File: config.mk
export PLATFORM = sky130hd
export DESIGN_NAME = fetch_ctl
export DESIGN_NICKNAME = d
export VERILOG_FILES = /design/src/rtl/fetch_pkg.sv /design/src/rtl/fetch_ctl_branch_lut.sv /design/src/rtl/fetch_ctl.sv
export SDC_FILE = /design/constraint.sdc
export NUM_CORES = 1
export LEC_CHECK = 0
export ABC_AREA = 1
export CORE_ASPECT_RATIO = 1.25
export CORE_UTILIZATION = 40
export CTS_BUF_LIST = sky130_fd_sc_hd__clkbuf_8
export DETAILED_ROUTE_END_ITERATION = 7
export PLACE_DENSITY = 0.68
export SYNTH_ARGS = -nofsm -noshare
export SYNTH_HDL_FRONTEND = slang
export SYNTH_HIERARCHICAL = 1
export SYNTH_SLANG_ARGS = --single-unit
File: constraint.sdc
create_clock -name clk -period 2.65 [get_ports clk]
set_clock_uncertainty 0.2 [all_clocks]
set_input_delay 0.265 -clock clk [delete_from_list [all_inputs] [get_ports clk]]
set_output_delay 0.265 -clock clk [all_outputs]
set_load 0.02 [all_outputs]
File: src/rtl/fetch_pkg.sv
// fetch_pkg: shared definitions for the program-sequencing front end.
//   - Width parameters used by fetch_ctl and by decode.
//   - fetch_state_t: front-end FSM states.
//   - START_ADDR: program entry points selected by prog_sel.
//   - BR_LUT: absolute branch targets, regenerated by the assembler flow.
package fetch_pkg;

  localparam int PC_W      = 10;
  localparam int OFS_W     = 8;
  localparam int LUT_IDX_W = 4;
  localparam int CT_W      = 16;

  typedef enum logic [1:0] {
    IDLE = 2'd0,
    RUN  = 2'd1,
    HALT = 2'd2
  } fetch_state_t;

  // Entry points: multiply, pattern search, min-distance, spare.
  localparam logic [PC_W-1:0] START_ADDR [4] = '{
    10'd0, 10'd64, 10'd128, 10'd192
  };

  // Absolute branch target table (assembler-generated contents).
  localparam logic [PC_W-1:0] BR_LUT [16] = '{
    10'd0,   10'd16,  10'd200, 10'd300,
    10'd400, 10'd500, 10'd600, 10'd700,
    10'd32,  10'd96,  10'd160, 10'd224,
    10'd512, 10'd768, 10'd1000, 10'd1023
  };

  function automatic logic [PC_W-1:0] start_addr(input logic [1:0] sel);
    return START_ADDR[sel];
  endfunction

endpackage

File: src/rtl/fetch_ctl_branch_lut.sv
// branch_lut: combinational 16-entry table of absolute branch targets.
//   br_idx  in  LUT_IDX_W  table index from the branch instruction
//   target  out PC_W       absolute target address
module branch_lut
  import fetch_pkg::*;
(
  input  logic [LUT_IDX_W-1:0] br_idx,
  output logic [PC_W-1:0]      target
);

  assign target = BR_LUT[br_idx];

endmodule

File: src/rtl/fetch_ctl.sv
// fetch_ctl: owns the program counter, drives the instruction-ROM address,
// applies branches and reports completion.
//   clk        in   system clock, rising edge
//   init_n     in   asynchronous active-low reset
//   go         in   start pulse, honoured in IDLE or HALT
//   prog_sel   in   entry-point select, sampled with go
//   halt       in   decode saw the halt instruction
//   stall      in   hold PC this cycle (overrides branches)
//   br_en      in   branch instruction in decode
//   br_taken   in   branch condition true
//   br_abs     in   1: target from LUT[br_idx], 0: PC + br_ofs
//   br_idx     in   LUT index
//   br_ofs     in   signed relative offset
//   imem_addr  out  current PC (registered)
//   instr_vld  out  high in RUN (registered state decode)
//   done       out  high in HALT (registered state decode)
//   cycle_ct   out  saturating count of RUN cycles since last start
//   pc_wrap    out  sticky: sequential increment wrapped past all-ones
module fetch_ctl
  import fetch_pkg::*;
(
  input  logic                 clk,
  input  logic                 init_n,
  input  logic                 go,
  input  logic [1:0]           prog_sel,
  input  logic                 halt,
  input  logic                 stall,
  input  logic                 br_en,
  input  logic                 br_taken,
  input  logic                 br_abs,
  input  logic [LUT_IDX_W-1:0] br_idx,
  input  logic [OFS_W-1:0]     br_ofs,
  output logic [PC_W-1:0]      imem_addr,
  output logic                 instr_vld,
  output logic                 done,
  output logic [CT_W-1:0]      cycle_ct,
  output logic                 pc_wrap
);

  fetch_state_t    state_q, state_d;
  logic [PC_W-1:0] pc_q, pc_d;
  logic [CT_W-1:0] ct_q, ct_d;
  logic            wrap_q, wrap_d;

  logic [PC_W-1:0] lut_target;
  logic [PC_W-1:0] ofs_ext;

  branch_lut u_branch_lut (
    .br_idx (br_idx),
    .target (lut_target)
  );

  assign ofs_ext = {{(PC_W-OFS_W){br_ofs[OFS_W-1]}}, br_ofs};

  // State register plus datapath registers.
  always_ff @(posedge clk or negedge init_n) begin
    if (!init_n) begin
      state_q <= IDLE;
      pc_q    <= '0;
      ct_q    <= '0;
      wrap_q  <= 1'b0;
    end else begin
      state_q <= state_d;
      pc_q    <= pc_d;
      ct_q    <= ct_d;
      wrap_q  <= wrap_d;
    end
  end

  // Next-state logic.
  always_comb begin
    state_d = state_q;
    case (state_q)
      IDLE, HALT: if (go)   state_d = RUN;
      RUN:        if (halt) state_d = HALT;
      default:              state_d = IDLE;
    endcase
  end

  // PC, cycle counter and wrap flag next values.
  always_comb begin
    pc_d   = pc_q;
    ct_d   = ct_q;
    wrap_d = wrap_q;
    case (state_q)
      IDLE, HALT: begin
        if (go) begin
          pc_d   = start_addr(prog_sel);
          ct_d   = '0;
          wrap_d = 1'b0;
        end
      end
      RUN: begin
        // Counts every RUN cycle, including stall and halt cycles.
        if (ct_q != '1) ct_d = ct_q + CT_W'(1);
        if (halt || stall) begin
          pc_d = pc_q;
        end else if (br_en && br_taken) begin
          // Relative target wraps modulo 2^PC_W without touching pc_wrap.
          pc_d = br_abs ? lut_target : pc_q + ofs_ext;
        end else begin
          pc_d = pc_q + PC_W'(1);
          if (pc_q == '1) wrap_d = 1'b1;
        end
      end
      default: begin
        pc_d = '0;
      end
    endcase
  end

  // Outputs: pure decodes of registered state, no input-to-output path.
  always_comb begin
    imem_addr = pc_q;
    instr_vld = (state_q == RUN);
    done      = (state_q == HALT);
    cycle_ct  = ct_q;
    pc_wrap   = wrap_q;
  end

endmodule

==> impl_metrics.tcl, run 1 <==
set metrics [dict create \
    syn_inst 400 \
    initial_core_util 0.4200 \
    grt_pass1_vias 2640 \
    final_cells 538 \
    io_buffers 50 \
    die_area_um2 6931 \
    pre_cts_ws_ns 0.3199 \
    remaining_drc_errors 0 \
    antenna_found_initial 0 \
    rsz0062_at_grt "no" \
    track_usage 0.2116 \
    cts_resized 0 \
    vias_per_cell 5.074 \
    rows 32 \
    gr-total-overflow 0 \
    root_buffer "clkbuf_8" \
    avgSynthCellArea_um2 6.600 \
    ys_types 36 \
    setup_viol 0 \
    ant_nets 0 \
    tns_ns 0 \
    cap_violations 0 \
    holdBufCountCts 0 \
    clock-sinks 29 \
    ys_ff_latch 29 \
    worstSetupStartpointType "flip-flop" \
    power_density_nw_per_um2 506.7 \
    cts_tree "yes" \
    clock_path_buffers 2 \
    final_cell_mix "nand2_1 (124), inv_1 (50), clkdlybuf4s50_1 (50)" \
    cts-htree-levels 2 \
    drive_above_1_share 0.08609 \
    fin_crit_ns 2.192 \
    finalWirelength_um 6766 \
    ios 51 \
    vias 2730 \
    grt_max_degree 30 \
    dp_cells 531 \
    ir_drop_mv 0.3193 \
    worst_setup_path_end_kind "output port" \
    netlist_area_um2 2640 \
    cts_setup_buffers 0 \
    worstSetupPathType "flip-flop to output port" \
    cp_max_fo 10 \
    hold_viol 0 \
    cts_buffers 5 \
    drt_first_pass_iters 4 \
    detailed_place_hpwl_um 5283 \
    chipWidth_um 74.67 \
    fin_crit_sh 0.8273 \
    die_y_um 92.83 \
    nets 492 \
    routedWlPerCell_um 12.58 \
    path_clk_slew_ns 0.06 \
    synth-seq-area-share 0.2749 \
    ys.warnings.count 6 \
    grt_pass1_wl_um 11320 \
    n_antenna_cell 0 \
    run_status "finished clean" \
    arrival_ns 1.73 \
    hp-class "input pin to async pin" \
    setup_ws_ns 0.4575 \
    final_common_cell "nand2_1" \
    final.fill_count 659 \
    max-slew-margin-rel 0.6564 \
    drt_iter0_drc 86 \
    globalplace.congestion 0.8931 \
    clk_latency_ns 0.28 \
    p_leak_nw 1.592 \
    drv_slew 0 \
    fp.coreArea_um2 6286 \
    synth_fp_nets 439 \
    syn_to_final_growth_pct 25.12 \
    crit_required_ns 2.18 \
    worst_slew_pin_slew_ns 0.5142 \
    fmax_ghz 0.4561 \
]
[cells by family after synthesis]
family,share of synthesized area
DFF,0.2749
adders and majority gates,0.08341
AOI/OAI and AO/OA,0.1408
buffers and inverters,0.1019
xor gates and xnor gates,0.02322
and+or+nand+nor,0.3758
[registers in the layout (all words and copies together), names as in the netlist]
signal	flops
cycle_ct	16
imem_addr	10
pc_wrap	1
state_q	2
[report_power, final]
| part | internal (mW) | leakage [nW] | total [mW] | switching [mW] |
|---|---|---|---|---|
| Combinational | 0.288 | 1.15 | 0.726 | 0.438 |
| Clock | 0.202 | 0.0485 | 0.376 | 0.174 |
| Sequential | 0.494 | 0.393 | 0.572 | 0.0779 |
| Total | 0.984 | 1.59 | 1.67 | 0.690 |
[Yosys cell counts]
master / n / share of area
nand2_1: 124 / 0.18
inv_1: 49 / 0.070
nand3_1: 43 / 0.082
dfrtp_1: 29 / 0.27
o21ai_0: 26 / 0.049
nor2_1: 25 / 0.036
a21oi_1: 23 / 0.044
ha_1: 16 / 0.076
o21ai_2: 8 / 0.027
inv_2: 7 / 0.010
nand4_1: 7 / 0.017
xor2_1: 5 / 0.017
buf_4: 3 / 0.0085
nand3b_1: 3 / 0.0085
nor3_1: 3 / 0.0057
or2_2: 3 / 0.0071
buf_6: 2 / 0.0085
clkbuf_1: 2 / 0.0028
nand2_2: 2 / 0.0047
nor2_4: 2 / 0.0085
nor3_2: 2 / 0.0076
xnor2_1: 2 / 0.0066
a21o_1: 1 / 0.0028
a32o_1: 1 / 0.0038
a41oi_1: 1 / 0.0033
fa_1: 1 / 0.0076
inv_4: 1 / 0.0024
nand3_2: 1 / 0.0038
nand3_4: 1 / 0.0066
nor2_2: 1 / 0.0024
nor3_4: 1 / 0.0062
nor4_1: 1 / 0.0024
o21a_1: 1 / 0.0028
o21ai_4: 1 / 0.0062
o22ai_1: 1 / 0.0024
or2_0: 1 / 0.0024
[critical path, cell delays in order, from the launching register on]
cell and delay [ns]:
dfrtp_1 0.40, inv_1 0.12, nor2_4 0.25, clkdlybuf4s50_1 0.66
[stage by stage]
| stage | hold slack, ns | area [um^2] | power, mW | util |
|---|---|---|---|---|
| 5_1_grt | 0.2055 | 3303 | 1.796 | 0.5255 |
| 2_1_floorplan | -0.2306 | 2640 | 1.056 | - |
| 4_1_cts | 0.1769 | 3303 | 1.685 | 0.5255 |
| 3_3_place_gp | 0.3138 | 3217 | 1.296 | 0.5117 |
| 3_5_place_dp | 0.3006 | 3217 | 1.306 | 0.5117 |
| 6_report | 0.1700 | 3303 | 1.674 | 0.5255 |
[cell type report]
cell class	instances	area, um^2	area share
inverter	57	216.5	0.06553
clock buffer	6	82.58	0.02500
timing repair buffer	53	523.0	0.1583
sequential	29	725.7	0.2197
tap	85	106.4	0.03220
clock inverter	1	3.754	0.001136
multi-input combinational	307	1645	0.4981
[final timing paths]
kind | slack, ns | depth (start not counted) | end | startpoint
max in group asynchronous | 1.79 | 2 | imem_addr[3] | init_n
worst max-delay path | 0.46 | 3 | instr_vld | state_q[0]
worst min register to register | 0.32 | 2 | pc_wrap | pc_wrap
worst min-delay path | 0.17 | 2 | cycle_ct[13] | init_n
worst max register to register | 0.56 | 9 | imem_addr[4] | imem_addr[0]
min in group clk | 0.32 | 2 | pc_wrap | pc_wrap
[routing by layer]
metal,global-route usage,share of wire
met4,0.1101,0.042
met1,0.2393,0.43
met3,0.02720,0.040
met5,0,0
met2,0.3754,0.49
No activity file was read; power rests on OpenSTA's default activity.
==> run 2, diff against run 1 <==
- clock period: 2.65 -> 2.2 ns (I/O delays scaled with it)
==> run 2 against run 1 <==
Compared with the run above:
- sequential cell count stayed put
- register-to-register slack got worse by 0.36 ns
- worst setup slack got worse by 0.26 ns
- via count grew 0.66%
- utilization up 1.1 points
- non-clock buffer count up 6
- global-route usage up 0.77 points
- largest cell class unchanged
- largest power group unchanged
==> impl_metrics.tcl, run 2 (synthesized netlist as in run 1, its figures left out) <==
set metrics [dict create \
    run_status "finished clean" \
    final_cell_mix "nand2_1 (124), inv_1 (49), clkdlybuf4s50_1 (49)" \
    max-slew-margin-rel 0.7266 \
    antenna_found_initial 0 \
    cts-htree-levels 2 \
    final_common_cell "nand2_1" \
    slowest_stage "dfrtp_1" \
    drt_iter0_drc 72 \
    nets 498 \
    clk_latency_ns 0.29 \
    chipWidth_um 74.67 \
    cap_violations 0 \
    worst_slew_pin_slew_ns 0.4091 \
    hp-class "input pin to async pin" \
    globalplace.congestion 0.9151 \
    initial_core_util 0.4200 \
    final.fill_count 658 \
    ant_nets 0 \
    path_cells "ha_1 -> nand2_1 -> nor2_4 -> nand2_2 -> inv_2 -> nand3_4 -> o21ai_4 -> inv_4 -> o21ai_0" \
    fin_crit_sh 0.9087 \
    cts_setup_buffers 0 \
    grt_max_degree 30 \
    root_buffer "clkbuf_8" \
    clock-sinks 29 \
    p_leak_nw 1.646 \
    grt_pass1_wl_um 11670 \
    worst_setup_path_end_kind "flip-flop" \
    ff2ff_setup_slack_ns 0.20 \
    hold_viol 0 \
    crit_path_start "cycle_ct[0]" \
    largest_reg_flops 16 \
    timing.rr.start "cycle_ct[0]" \
    rows 32 \
    fin_util 0.5362 \
    die_area_um2 6931 \
    power_density_nw_per_um2 615.5 \
    vias 2748 \
    fp.coreArea_um2 6286 \
    path_clk_slew_ns 0.07 \
    die_y_um 92.83 \
    track_usage 0.2193 \
    io_buffers 50 \
    worstSetupStartpointType "flip-flop" \
    setup_viol 0 \
    rsz0062_at_grt "no" \
    drive_above_1_share 0.1043 \
    grt_pass1_vias 2705 \
    remaining_drc_errors 0 \
    crit_required_ns 2.21 \
    cts_tree "yes" \
    gr-total-overflow 0 \
    clock_path_buffers 2 \
    finalWirelength_um 6792 \
    worstSetupPathType "flip-flop to flip-flop" \
    syn_to_final_growth_pct 27.68 \
    r2r_end "cycle_ct[0]" \
    cp_max_fo 13 \
    reg2reg_depth 9 \
    cts_buffers 5 \
    dpl_cell_area_um2 3262 \
    vias_per_cell 5.042 \
    detailed_place_hpwl_um 5350 \
    drt_first_pass_iters 4 \
    ir_drop_mv 0.4262 \
    fin_crit_ns 1.999 \
    fmax_ghz 0.5002 \
    arrival_ns 2.01 \
    routedWlPerCell_um 12.46 \
    drv_slew 0 \
    endpoint "cycle_ct[0]" \
    ios 51 \
    slowest_delay_ns 0.44 \
    design_area_um2 3371 \
    n_antenna_cell 0 \
]
## run 2: worst max-delay path: cells and delay by family (launching register included)
kind	cells	cell delay (ns)
simple gates	4	0.45
buf+inv	2	0.23
flops	1	0.44
compound gates	2	0.35
fa+ha+maj	1	0.24
## run 2: where the power goes
group / internal (mW) / total, mW / switching [mW]
clock: 0.282 / 0.498 / 0.215
combinational: 0.358 / 0.894 / 0.536
sequential: 0.595 / 0.683 / 0.0883
total: 1.23 / 2.07 / 0.840
## run 2: per-layer routing
metal  global-route usage  part of all wire  vias up
met4              0.08491             0.027        0
met3              0.03047             0.036       14
li1                     -                 -     1429
met5                    0                 0        -
met1               0.2519              0.43     1242
met2               0.3971              0.51       63
## run 2: worst min-delay path by stage
stage	from	end	slack, ns	depth (start not counted)
floorplan	init_n	cycle_ct[0]	-0.28	0
global placement	pc_wrap	pc_wrap	0.32	2
detailed placement	pc_wrap	pc_wrap	0.30	2
CTS	init_n	cycle_ct[9]	0.13	2
global route	init_n	pc_wrap	0.16	2
finish	init_n	cycle_ct[13]	0.12	2
## run 2: area by class of cell
cell class	count	area, um^2	area share
Tap cell	85	106.4	0.03155
Clock buffer	7	96.34	0.02858
Sequential cell	29	725.7	0.2153
Timing Repair Buffer	59	570.5	0.1693
Multi-Input combinational cell	307	1650	0.4896
Clock inverter	1	5.005	0.001485
Inverter	57	216.5	0.06422
## run 2: repair_timing
action,4_1_cts,5_1_grt
setup endpoints to repair,0,2
hold buffers,0,0
gates resized for setup,0,2
## run 2: metrics by stage
step                setup TNS [ns]  setup WS (ns)  total power, mW  std cells  hold slack, ns
floorplan                        0         0.1927            1.272        400         -0.2756
global placement          -0.02599       -0.01330            1.573        537          0.3163
detailed placement         -0.1108       -0.05229            1.585        537          0.2998
CTS                              0        0.04004            2.098        545          0.1303
global route                     0        0.01065            2.239        545          0.1560
finish                           0         0.2009            2.075        545          0.1172
